File: config.mk
export PLATFORM = sky130hd
export DESIGN_NAME = mult_share_ctrl
export DESIGN_NICKNAME = d
export VERILOG_FILES = /design/src/rtl/mult_ctrl_pkg.sv /design/src/rtl/multiplier.sv /design/src/rtl/mult_share_ctrl.sv
export SDC_FILE = /design/constraint.sdc
export NUM_CORES = 1
export LEC_CHECK = 0
export BUFFER_PORTS_ARGS = -buffer_cell sky130_fd_sc_hd__buf_2
export CORE_ASPECT_RATIO = 2
export CORE_MARGIN = 4
export CORE_UTILIZATION = 56
export DETAILED_ROUTE_END_ITERATION = 10
export PLACE_DENSITY = 0.81
export SLEW_MARGIN = 15
export SYNTH_ARGS = -nofsm -noshare
export SYNTH_HDL_FRONTEND = slang
export SYNTH_SLANG_ARGS = --single-unit
File: constraint.sdc
create_clock -name clk -period 3.88 [get_ports clk]
set_input_delay 0.194 -clock clk [delete_from_list [all_inputs] [get_ports clk]]
set_output_delay 0.194 -clock clk [all_outputs]
set_load 0.02 [all_outputs]
File: src/rtl/mult_ctrl_pkg.sv
// rtl/mult_ctrl_pkg.sv - shared types and widths for the shared-multiplier controller
//
// Purpose: single home for the controller state encoding and the datapath
// widths used by the controller and its bench.
// Ports: none (package).

package mult_ctrl_pkg;

    localparam int OP_W   = 4;   // operand width
    localparam int PROD_W = 8;   // product width, wide enough for 15*15
    localparam int CNT_W  = 4;   // settle counter width, covers 1..15

    typedef enum logic [1:0] {
        ST_IDLE   = 2'd0,
        ST_SETTLE = 2'd1,
        ST_DONE   = 2'd2
    } state_t;

endpackage

File: src/rtl/multiplier.sv
// rtl/multiplier.sv - combinational 4x4 unsigned multiplier with bit-level ports
//
// Purpose: the shared multiplier core; pure combinational, no clock.
// Ports:
//   A0..A3  input  multiplicand bits, A0 is the LSB
//   B0..B3  input  multiplier bits, B0 is the LSB
//   P0..P6  output product bits 0..6
//   CC5     output product bit 7 (final carry of the adder array)

module multiplier (
    input  logic A0,
    input  logic A1,
    input  logic A2,
    input  logic A3,
    input  logic B0,
    input  logic B1,
    input  logic B2,
    input  logic B3,
    output logic P0,
    output logic P1,
    output logic P2,
    output logic P3,
    output logic P4,
    output logic P5,
    output logic P6,
    output logic CC5
);

    logic [3:0] w_a;
    logic [3:0] w_b;
    logic [7:0] w_p;

    assign w_a = {A3, A2, A1, A0};
    assign w_b = {B3, B2, B1, B0};
    assign w_p = {4'd0, w_a} * {4'd0, w_b};

    assign P0  = w_p[0];
    assign P1  = w_p[1];
    assign P2  = w_p[2];
    assign P3  = w_p[3];
    assign P4  = w_p[4];
    assign P5  = w_p[5];
    assign P6  = w_p[6];
    assign CC5 = w_p[7];

endmodule

File: src/rtl/mult_share_ctrl.sv
// rtl/mult_share_ctrl.sv - two-requester round-robin controller for one shared multiplier
//
// Purpose: arbitrates two requesters onto a single combinational multiplier,
// holds the winner's operands while the multiplier settles, then captures
// the product and pulses done to the granted requester.
// Ports:
//   clk          input  rising-edge clock
//   rst          input  asynchronous active-high reset
//   req0/req1    input  operation requests, held until the matching grant
//   a0,b0/a1,b1  input  4-bit operands per requester
//   gnt0/gnt1    output one-cycle grant pulse (operands sampled on that edge)
//   done0/done1  output one-cycle result-valid pulse
//   prod         output registered 8-bit product, held until next capture
//   busy         output high whenever the controller is not idle
// Parameter:
//   SETTLE_CYCLES  cycles from grant edge to capture edge, legal 1..15

module mult_share_ctrl
    import mult_ctrl_pkg::*;
#(
    parameter int SETTLE_CYCLES = 1
) (
    input  logic              clk,
    input  logic              rst,
    input  logic              req0,
    input  logic [OP_W-1:0]   a0,
    input  logic [OP_W-1:0]   b0,
    input  logic              req1,
    input  logic [OP_W-1:0]   a1,
    input  logic [OP_W-1:0]   b1,
    output logic              gnt0,
    output logic              gnt1,
    output logic              done0,
    output logic              done1,
    output logic [PROD_W-1:0] prod,
    output logic              busy
);

    localparam logic [CNT_W-1:0] LP_LAST_CNT = CNT_W'(SETTLE_CYCLES - 1);

    state_t              r_state, w_state;
    logic [OP_W-1:0]     r_a, w_a;
    logic [OP_W-1:0]     r_b, w_b;
    logic [CNT_W-1:0]    r_cnt, w_cnt;
    logic                r_last, w_last;    // 1: requester 1 was granted last
    logic                r_owner, w_owner;  // requester owning the in-flight op
    logic                r_gnt0, w_gnt0;
    logic                r_gnt1, w_gnt1;
    logic                r_done0, w_done0;
    logic                r_done1, w_done1;
    logic [PROD_W-1:0]   r_prod, w_prod;
    logic                r_busy, w_busy;
    logic                w_pick1;
    logic [PROD_W-1:0]   w_mul;

    // Requester 1 wins when it is alone, or when both request and
    // requester 0 had the previous grant.
    assign w_pick1 = req1 & (~req0 | ~r_last);

    multiplier u_mult (
        .A0  (r_a[0]),
        .A1  (r_a[1]),
        .A2  (r_a[2]),
        .A3  (r_a[3]),
        .B0  (r_b[0]),
        .B1  (r_b[1]),
        .B2  (r_b[2]),
        .B3  (r_b[3]),
        .P0  (w_mul[0]),
        .P1  (w_mul[1]),
        .P2  (w_mul[2]),
        .P3  (w_mul[3]),
        .P4  (w_mul[4]),
        .P5  (w_mul[5]),
        .P6  (w_mul[6]),
        .CC5 (w_mul[7])
    );

    always_ff @(posedge clk or posedge rst) begin
        if (rst) begin
            r_state <= ST_IDLE;
            r_a     <= '0;
            r_b     <= '0;
            r_cnt   <= '0;
            r_last  <= 1'b1;
            r_owner <= 1'b0;
            r_gnt0  <= 1'b0;
            r_gnt1  <= 1'b0;
            r_done0 <= 1'b0;
            r_done1 <= 1'b0;
            r_prod  <= '0;
            r_busy  <= 1'b0;
        end else begin
            r_state <= w_state;
            r_a     <= w_a;
            r_b     <= w_b;
            r_cnt   <= w_cnt;
            r_last  <= w_last;
            r_owner <= w_owner;
            r_gnt0  <= w_gnt0;
            r_gnt1  <= w_gnt1;
            r_done0 <= w_done0;
            r_done1 <= w_done1;
            r_prod  <= w_prod;
            r_busy  <= w_busy;
        end
    end

    always_comb begin
        w_state = r_state;
        w_a     = r_a;
        w_b     = r_b;
        w_cnt   = r_cnt;
        w_last  = r_last;
        w_owner = r_owner;
        w_gnt0  = 1'b0;
        w_gnt1  = 1'b0;
        w_done0 = 1'b0;
        w_done1 = 1'b0;
        w_prod  = r_prod;

        case (r_state)
            ST_IDLE: begin
                if (req0 | req1) begin
                    w_owner = w_pick1;
                    w_last  = w_pick1;
                    w_a     = w_pick1 ? a1 : a0;
                    w_b     = w_pick1 ? b1 : b0;
                    w_gnt0  = ~w_pick1;
                    w_gnt1  = w_pick1;
                    w_cnt   = '0;
                    w_state = ST_SETTLE;
                end
            end
            ST_SETTLE: begin
                w_cnt = r_cnt + 1'b1;
                if (r_cnt == LP_LAST_CNT) begin
                    w_prod  = w_mul;
                    w_done0 = ~r_owner;
                    w_done1 = r_owner;
                    w_state = ST_DONE;
                end
            end
            ST_DONE: begin
                w_state = ST_IDLE;
            end
            default: begin
                w_state = ST_IDLE;
            end
        endcase

        w_busy = (w_state != ST_IDLE);
    end

    assign gnt0  = r_gnt0;
    assign gnt1  = r_gnt1;
    assign done0 = r_done0;
    assign done1 = r_done1;
    assign prod  = r_prod;
    assign busy  = r_busy;

endmodule
==> metrics.md, run 1 <==
| Metric | Value |
|---|---|
| Count of pins over their slew limit | `0` |
| Fin nets | `235` |
| Hold Path Class | `in -> async` |
| Hold WS | `0.0155 ns` |
| Io pins | `33` |
| CTS tree | `done` |
| Endpoint class of the critical path | `flop` |
| CTS Sinks | `29` |
| Crit Path Max Fanout | `5` |
| Via count | `1204` |
| DRT Wirelength | `around 3000 um` |
| Status | `finished, final reports clean` |
| Port bufs | `32` |
| Synth Area per Inst | `roughly 10 um^2` |
| Share of cells above drive strength 1 | `22.7%` |
| Max Cap Violations | `0` |
| Postcts setup bufs | `0` |
| Clock buffer depth | `2` |
| DRT Pass-1 Iters | `4` |
| Die Height | `84.2 um` |
| P per Cell Area | `829 nW/um^2` |
| Worst Setup Start Kind | `flop` |
| Initial core utilization | `58.6%` |
| WS Path Type | `reg -> reg` |
| Fin crit share | `73.8%` |
| Post-Syn Instances | `~160` |
| Largest net degree at the start of global routing | `30` |
| Design Area, Final | `1930 um^2` |
| Die Span X | `approximately 46 um` |
| CP peak stage delay | `0.57 ns` |
| Endpoints failing hold | `0` |
| Die area | `about 3900 um^2` |
| Standard-cell rows | `27` |
| Initial DRC Count | `28` |
| CP cell instances | `nand2_1, fa_1, inv_1, fa_1, inv_1, fa_1, nor2b_1, o21ai_0, a211o_1, nand3_1` |
| ANT cells | `0` |
| Drt drc | `0` |
| Net Count, Synth | `199` |
| Min Tclk post-route | `2.87 ns` |
| Avg Vias per Cell | `approximately 5.3` |
| # H-tree levels | `2` |
| Global Route Usage Sum | `17.9%` |
| Clock latency on the worst-skew pair | `approximately 0.28 ns` |
| Num CTS Buffers | `5` |
| Post-DRT Antenna Nets | `0` |
| CTS Root Cell | `clkbuf_8` |
| Core area | `2770 um^2` |
| Reg clk slew, reported paths | `around 0.060 ns` |
| Cell Area, Synth | `1620 um^2` |
| Worst-margin pin slew | `approximately 1.1 ns` |
| RePlAce Congestion | `0.791` |
| CP dominant cell by count | `fa_1` |
| Seq/Total Area, Yosys | `about 45%` |
| Initial antenna violation count | `0` |
| Overflow after GRT | `0` |
| FMAX | `349 MHz` |
| Post-CTS Hold Buffers | `0` |
| Library cells used by synthesis | `31` |
| RSZ-0062 raised after global routing | `no` |
| Headroom to the max-slew limit | `24.8%` |
| Yosys warning count | `0` |
| VDD IR max | `just over 0.5 mV` |
| Slowest CP cell | `fa_1` |
| Vias in the first global route | `1239` |
| First-pass GRT wire length | `5090 um` |
| Gates resized, CTS repair | `0` |
| Flops & latches, synth | `29` |
| Layout area overhead | `19.0%` |
| Skew final | `roughly 0.0044 ns` |
| Setup violators final | `0` |
| Leakage power | `1.04 nW` |
| Placed cell area | `1800 um^2` |
| HPWL after DPL | `about 2300 um` |
| WP data arrival | `3.08 ns` |
| Routed wirelength normalized by instance count | `13.3 um` |
| CP required | `4.10 ns` |
| Setup_tns | `0 ns` |
-- power breakdown --
| part | total (mW) | switching, mW | internal (mW) |
|---|---|---|---|
| logic | 0.709 | 0.426 | 0.283 |
| registers | 0.526 | 0.0929 | 0.433 |
| clock network | 0.367 | 0.112 | 0.255 |
| total | 1.60 | 0.631 | 0.971 |
-- cell type report --
type | count | area [um^2]
Fill cell | 230 | 837
Multi-Input combinational cell | 117 | 827
Sequential cell | 29 | 727
Timing Repair Buffer | 33 | 168
Clock buffer | 5 | 68.8
Clock inverter | 3 | 65.1
Inverter | 11 | 41.3
Tap cell | 29 | 36.3
-- critical path: cells and delay by family (launching register included) --
family,cells,cell delay (ns)
buffers and inverters,2,0.13
AO/OA/AOI/OAI,2,0.42
AND/OR/NAND/NOR,3,0.29
flip-flops,1,0.41
adder cells (fa/ha/maj),3,1.56
-- flip-flops by register name, summed over array words and instances, names as in the netlist, 2 cells and up --
name / cells
r_state: 2
r_b: 4
r_cnt: 4
prod: 8
r_a: 4
-- worst paths after layout --
| path | from | slack (ns) | endpoint | cells past startpoint |
|---|---|---|---|---|
| max in group asynchronous | rst | 3.41 | prod[6] | 2 |
| max reg2reg | r_a[0] | 1.01 | prod[6] | 10 |
| min in group clk | req0 | 0.11 | r_last | 2 |
| min reg2reg | prod[0] | 0.47 | prod[0] | 2 |
| max | r_a[0] | 1.01 | prod[6] | 10 |
| min | rst | 0.02 | r_cnt[3] | 2 |
-- cells in the final DEF (no fill, tap or decap), drive strengths merged, types with 2 or more instances in the layout --
cell type,Yosys,routed
and3,2,2
nand3,5,5
a21oi,4,4
o31ai,2,2
a21o,3,3
o21ai,16,16
dfrtp,28,28
clkbuf,0,5
nor2,4,4
fa,4,4
mux2i,8,8
inv,11,10
and2,13,13
bufinv,0,2
nand4,2,2
ha,14,14
clkinv,0,2
buf,4,33
xor2,4,4
nand2,28,28
-- through the flow --
| step | cells | utilization, % | worst slack (ns) | total power [mW] |
|---|---|---|---|---|
| after floorplan | 161 | - | 1.21 | 1.06 |
| after CTS | 227 | 69.8 | 0.998 | 1.62 |
| after global placement | 219 | 65.0 | 1.15 | 1.20 |
| after global routing | 227 | 69.8 | 0.842 | 1.75 |
| after detailed placement | 219 | 65.0 | 1.04 | 1.23 |
| final | 227 | 69.8 | 1.01 | 1.60 |
-- cell families (layout without fill, tap and decap cells) --
family | Yosys count | in the layout | share of synthesized area, %
and+or+nand+nor | 58 | 58 | 17.8
AOI/OAI and AO/OA | 29 | 29 | 10.3
DFF | 29 | 29 | 44.8
adders and majority gates | 18 | 18 | 15.7
buffers and inverters | 15 | 52 | 4.31
muxes | 8 | 8 | 4.93
xor gates and xnor gates | 4 | 4 | 2.16
-- cells in the mapped netlist --
| cell | n | share of area, % |
|---|---|---|
| a211o_1 | 1 | 0.54 |
| a21boi_1 | 1 | 0.46 |
| a21o_1 | 3 | 1.4 |
| a21oi_1 | 4 | 1.2 |
| a31oi_1 | 1 | 0.39 |
| and2_1 | 13 | 5.0 |
| and2b_1 | 1 | 0.46 |
| and3_1 | 2 | 0.77 |
| buf_2 | 2 | 0.62 |
| buf_4 | 1 | 0.46 |
| buf_6 | 1 | 0.69 |
| dfrtp_1 | 28 | 43 |
| dfstp_2 | 1 | 1.6 |
| fa_1 | 4 | 4.9 |
| ha_1 | 14 | 11 |
| inv_1 | 11 | 2.5 |
| mux2i_1 | 8 | 4.9 |
| nand2_1 | 27 | 6.2 |
| nand2_2 | 1 | 0.39 |
| nand2b_1 | 1 | 0.39 |
| nand3_1 | 5 | 1.5 |
| nand4_1 | 2 | 0.77 |
| nor2_1 | 3 | 0.69 |
| nor2_2 | 1 | 0.39 |
| nor2b_1 | 1 | 0.39 |
| nor3b_2 | 1 | 0.77 |
| o21a_1 | 1 | 0.46 |
| o21ai_0 | 7 | 2.2 |
| o21ai_1 | 9 | 2.8 |
| o31ai_1 | 2 | 0.92 |
| xor2_1 | 4 | 2.2 |
-- routing by layer --
layer | vias to the layer above | GRT usage [%] | share of wire [%]
li1 | 610 | - | -
met1 | 555 | 17.2 | 34
met2 | 32 | 32.3 | 57
met3 | 7 | 5.15 | 6.1
met4 | 0 | 7.77 | 2.5
met5 | - | 0 | 0
(Power assumes the default switching activity.)
==> inputs of run 2 (changes only) <==
ABC_AREA = 1   (was default)
CORE_UTILIZATION = 49   (was 56)
PLACE_DENSITY = 0.75   (was 0.81)
clock period = 2.6 ns   (was 3.88 ns; I/O delays follow)
==> run 2 against run 1 <==
  * Critical path depth up 1
  * Die area grew 14%
  * Clock power shrank 1%
  * Utilization shrank 7.0 points
  * Cell count grew 22%
  * Setup slack got worse by 0.83 ns
  * Power up 58%
  * Area after synthesis up 1.6%
  * Largest power group unchanged
  * Via count increased by 14%
  * Fmax increased by 18%
  * Worst hold slack gained 0.088 ns
  * Critical path type unchanged
  * Largest cell class unchanged
==> metrics.md, run 2 <==
| Metric | Value |
|---|---|
| Status | `finished, final reports clean` |
| Commonest non-fill, non-tap cell in the layout | `nand2_1` |
| First-pass GRT wire length | `5760 um` |
| Placed cell count | `266` |
| CP peak stage delay | `around 0.53 ns` |
| Vias in the first global route | `roughly 1400` |
| Die area | `4420 um^2` |
| Crit Path Max Fanout | `2` |
| Count of pins over their slew limit | `0` |
| RSZ-0062 raised after global routing | `no` |
| Hold WS | `0.103 ns` |
| Core area | `between 3000 and 4000 um^2` |
| Library cells used by synthesis | `23` |
| DRT Pass-1 Iters | `4` |
| DRT Wirelength | `3290 um` |
| CP required | `2.81 ns` |
| Ys async rst share | `100%` |
| Largest area contributor in the netlist | `dfrtp_1` |
| Cell Area, Synth | `1650 um^2` |
| Non-filler cells in the finished layout | `277` |
| Net Count, Synth | `236` |
| Yosys warning count | `0` |
| Seq/Total Area, Yosys | `44.0%` |
| Synth Area per Inst | `approximately 8.3 um^2` |
| Headroom to the max-slew limit | `59.2%` |
| Setup violators final | `0` |
| Clock latency on the worst-skew pair | `about 0.28 ns` |
| Critical Path Source | `r_a[0]` |
| Drt drc | `0` |
| VDD IR max | `0.615 mV` |
| Worst r2r dst | `prod[6]` |
| CTS tree | `done` |
| Synth top area share | `a little over two fifths` |
| Top cells by count, synth | `nand2_1, inv_1, dfrtp_1, nor2_1, ha_1` |
| CTS Sinks | `29` |
| ANT cells | `0` |
| Overflow after GRT | `0` |
| Final core area utilization | `62.7%` |
| Worst Setup Start Kind | `flop` |
| Setup slack, reg-to-reg | `0.18 ns` |
| RePlAce Congestion | `0.825` |
| Die Span X | `between 40 and 50 um` |
| Skew final | `0.00503 ns` |
| Hold Path Class | `in -> reg` |
| R2R cell count | `11` |
| Flops & latches, synth | `29` |
| Endpoint class of the critical path | `flop` |
| Clock buffer depth | `2` |
| Fin nets | `283` |
| FMAX | `~410 MHz` |
| Die Height | `roughly 90 um` |
| Initial DRC Count | `13` |
| Max reg flops | `8` |
| Post-Syn Instances | `198` |
| Worst-margin pin slew | `about 0.61 ns` |
| P per Cell Area | `about 1300 nW/um^2` |
| CP cell instances | `nand2_1, fa_1, inv_1, fa_1, inv_1, fa_2, inv_1, nand3_1, nand2_1, nand2_1, a31oi_1` |
| WP data arrival | `2.63 ns` |
| Initial core utilization | `about half` |
| Share of cells above drive strength 1 | `24.4%` |
| Avg Vias per Cell | `between 4 and 5` |
| Worst Hold Endpoint | `r_b[0]` |
| Global Route Usage Sum | `16.6%` |
| Io pins | `33` |
| Reg clk slew, reported paths | `0.07 ns` |
| Standard-cell rows | `29` |
| Layout area overhead | `21.4%` |
| Num CTS Buffers | `5` |
| CTS Root Cell | `clkbuf_8` |
| Main synth FF type | `dfrtp_1` |
| Hold Crit Depth | `3` |
| Hold path start | `b1[0]` |
| Min Tclk post-route | `2.42 ns` |
| # H-tree levels | `2` |
| Total power | `2.53 mW` |
| Post-synth EDFFs | `0` |
| Fin crit share | `93.0%` |
| Cell with the most instances after synthesis | `nand2_1` |
| Largest net degree at the start of global routing | `30` |
| Endpoints failing hold | `0` |
| Top cells by area, synth | `dfrtp_1, nand2_1, ha_1` |
| WS Path Type | `reg -> reg` |
| Setup_tns | `0 ns` |
| Critical path's top delay family | `adder cells` |
| Initial antenna violation count | `0` |
| Via count | `1378` |
| Reg2Reg Launch Point | `r_a[0]` |
| Routed wirelength normalized by instance count | `11.9 um` |
| Max Cap Violations | `0` |
| Slowest CP cell | `fa_1` |
| HPWL after DPL | `2550 um` |
| Leakage power | `about 1.2 nW` |
| Port bufs | `32` |
| Post-DRT Antenna Nets | `0` |
| Most frequent cells in the layout | `nand2_1, inv_1, buf_2` |
| Buf/Inv on CP | `3` |
## run 2: cell types whose count changed after synthesis, moves of 3 or more
cell	previous run	this run
nand2_1	27	52
inv_1	11	32
nor2_1	3	17
and2_1	13	0
mux2i_1	8	0
o21ai_0	7	12
a21o_1	3	0
nand3_1	5	8
xor2_1	4	1
## run 2: worst max path at each step
| stage | end | depth (start not counted) |
|---|---|---|
| 2_1_floorplan | prod[6] | 11 |
| 6_report | prod[6] | 11 |
| 3_5_place_dp | prod[6] | 11 |
| 3_3_place_gp | prod[6] | 11 |
| 5_1_grt | prod[6] | 11 |
| 4_1_cts | prod[6] | 11 |
## run 2: area by class of cell
| class | count | area, um^2 |
|---|---|---|
| fill | 306 | 1190 |
| multi-input combinational | 133 | 787 |
| sequential | 29 | 727 |
| timing repair buffer | 41 | 230 |
| inverter | 35 | 134 |
| clock buffer | 5 | 68.8 |
| tap | 31 | 38.8 |
| clock inverter | 3 | 17.5 |
## run 2: timing repair
item,4_1_cts,5_1_grt
setup buffers,0,2
setup endpoints to repair,0,3
resized for setup,0,1
hold endpoints to repair,28,0
hold buffers,1,0
## run 2: power breakdown
part           total (mW)  internal [mW]  switching (mW)
clock               0.362          0.184           0.178
sequential          0.759          0.649           0.110
combinational        1.40          0.541           0.864
## run 2: per-stage QoR
step	setup WS [ns]	instance area, um^2
after floorplan	0.0996	1650
after detailed placement	0.0194	1890
after CTS	0.00260	1990
final	0.182	2000
after global placement	0.104	1890
after global routing	0.0333	2000
## run 2: cell families (layout without fill, tap and decap cells)
group / after synthesis / in the layout / synth area share (%)
DFF: 29 / 29 / 44.0
xor gates and xnor gates: 1 / 1 / 0.531
buffers and inverters: 36 / 84 / 8.42
and+or+nand+nor: 84 / 84 / 21.7
AOI/OAI and AO/OA: 30 / 30 / 9.86
adders and majority gates: 18 / 18 / 15.5
## run 2: worst reg2reg max path: cells and delay by family (launching register included)
family | cells | cell delay [ns]
adders and majority gates | 3 | 1.43
DFF | 1 | 0.34
and+or+nand+nor | 4 | 0.29
buffers and inverters | 3 | 0.18
AOI/OAI and AO/OA | 1 | 0.11
## run 2: layer usage
layer,vias to the layer above,GRT usage (%),share of wire [%]
li1,710,-,-
met1,634,15.5,36
met2,27,31.0,57
met3,7,4.14,4.4
met4,0,8.76,2.4
met5,-,0,0
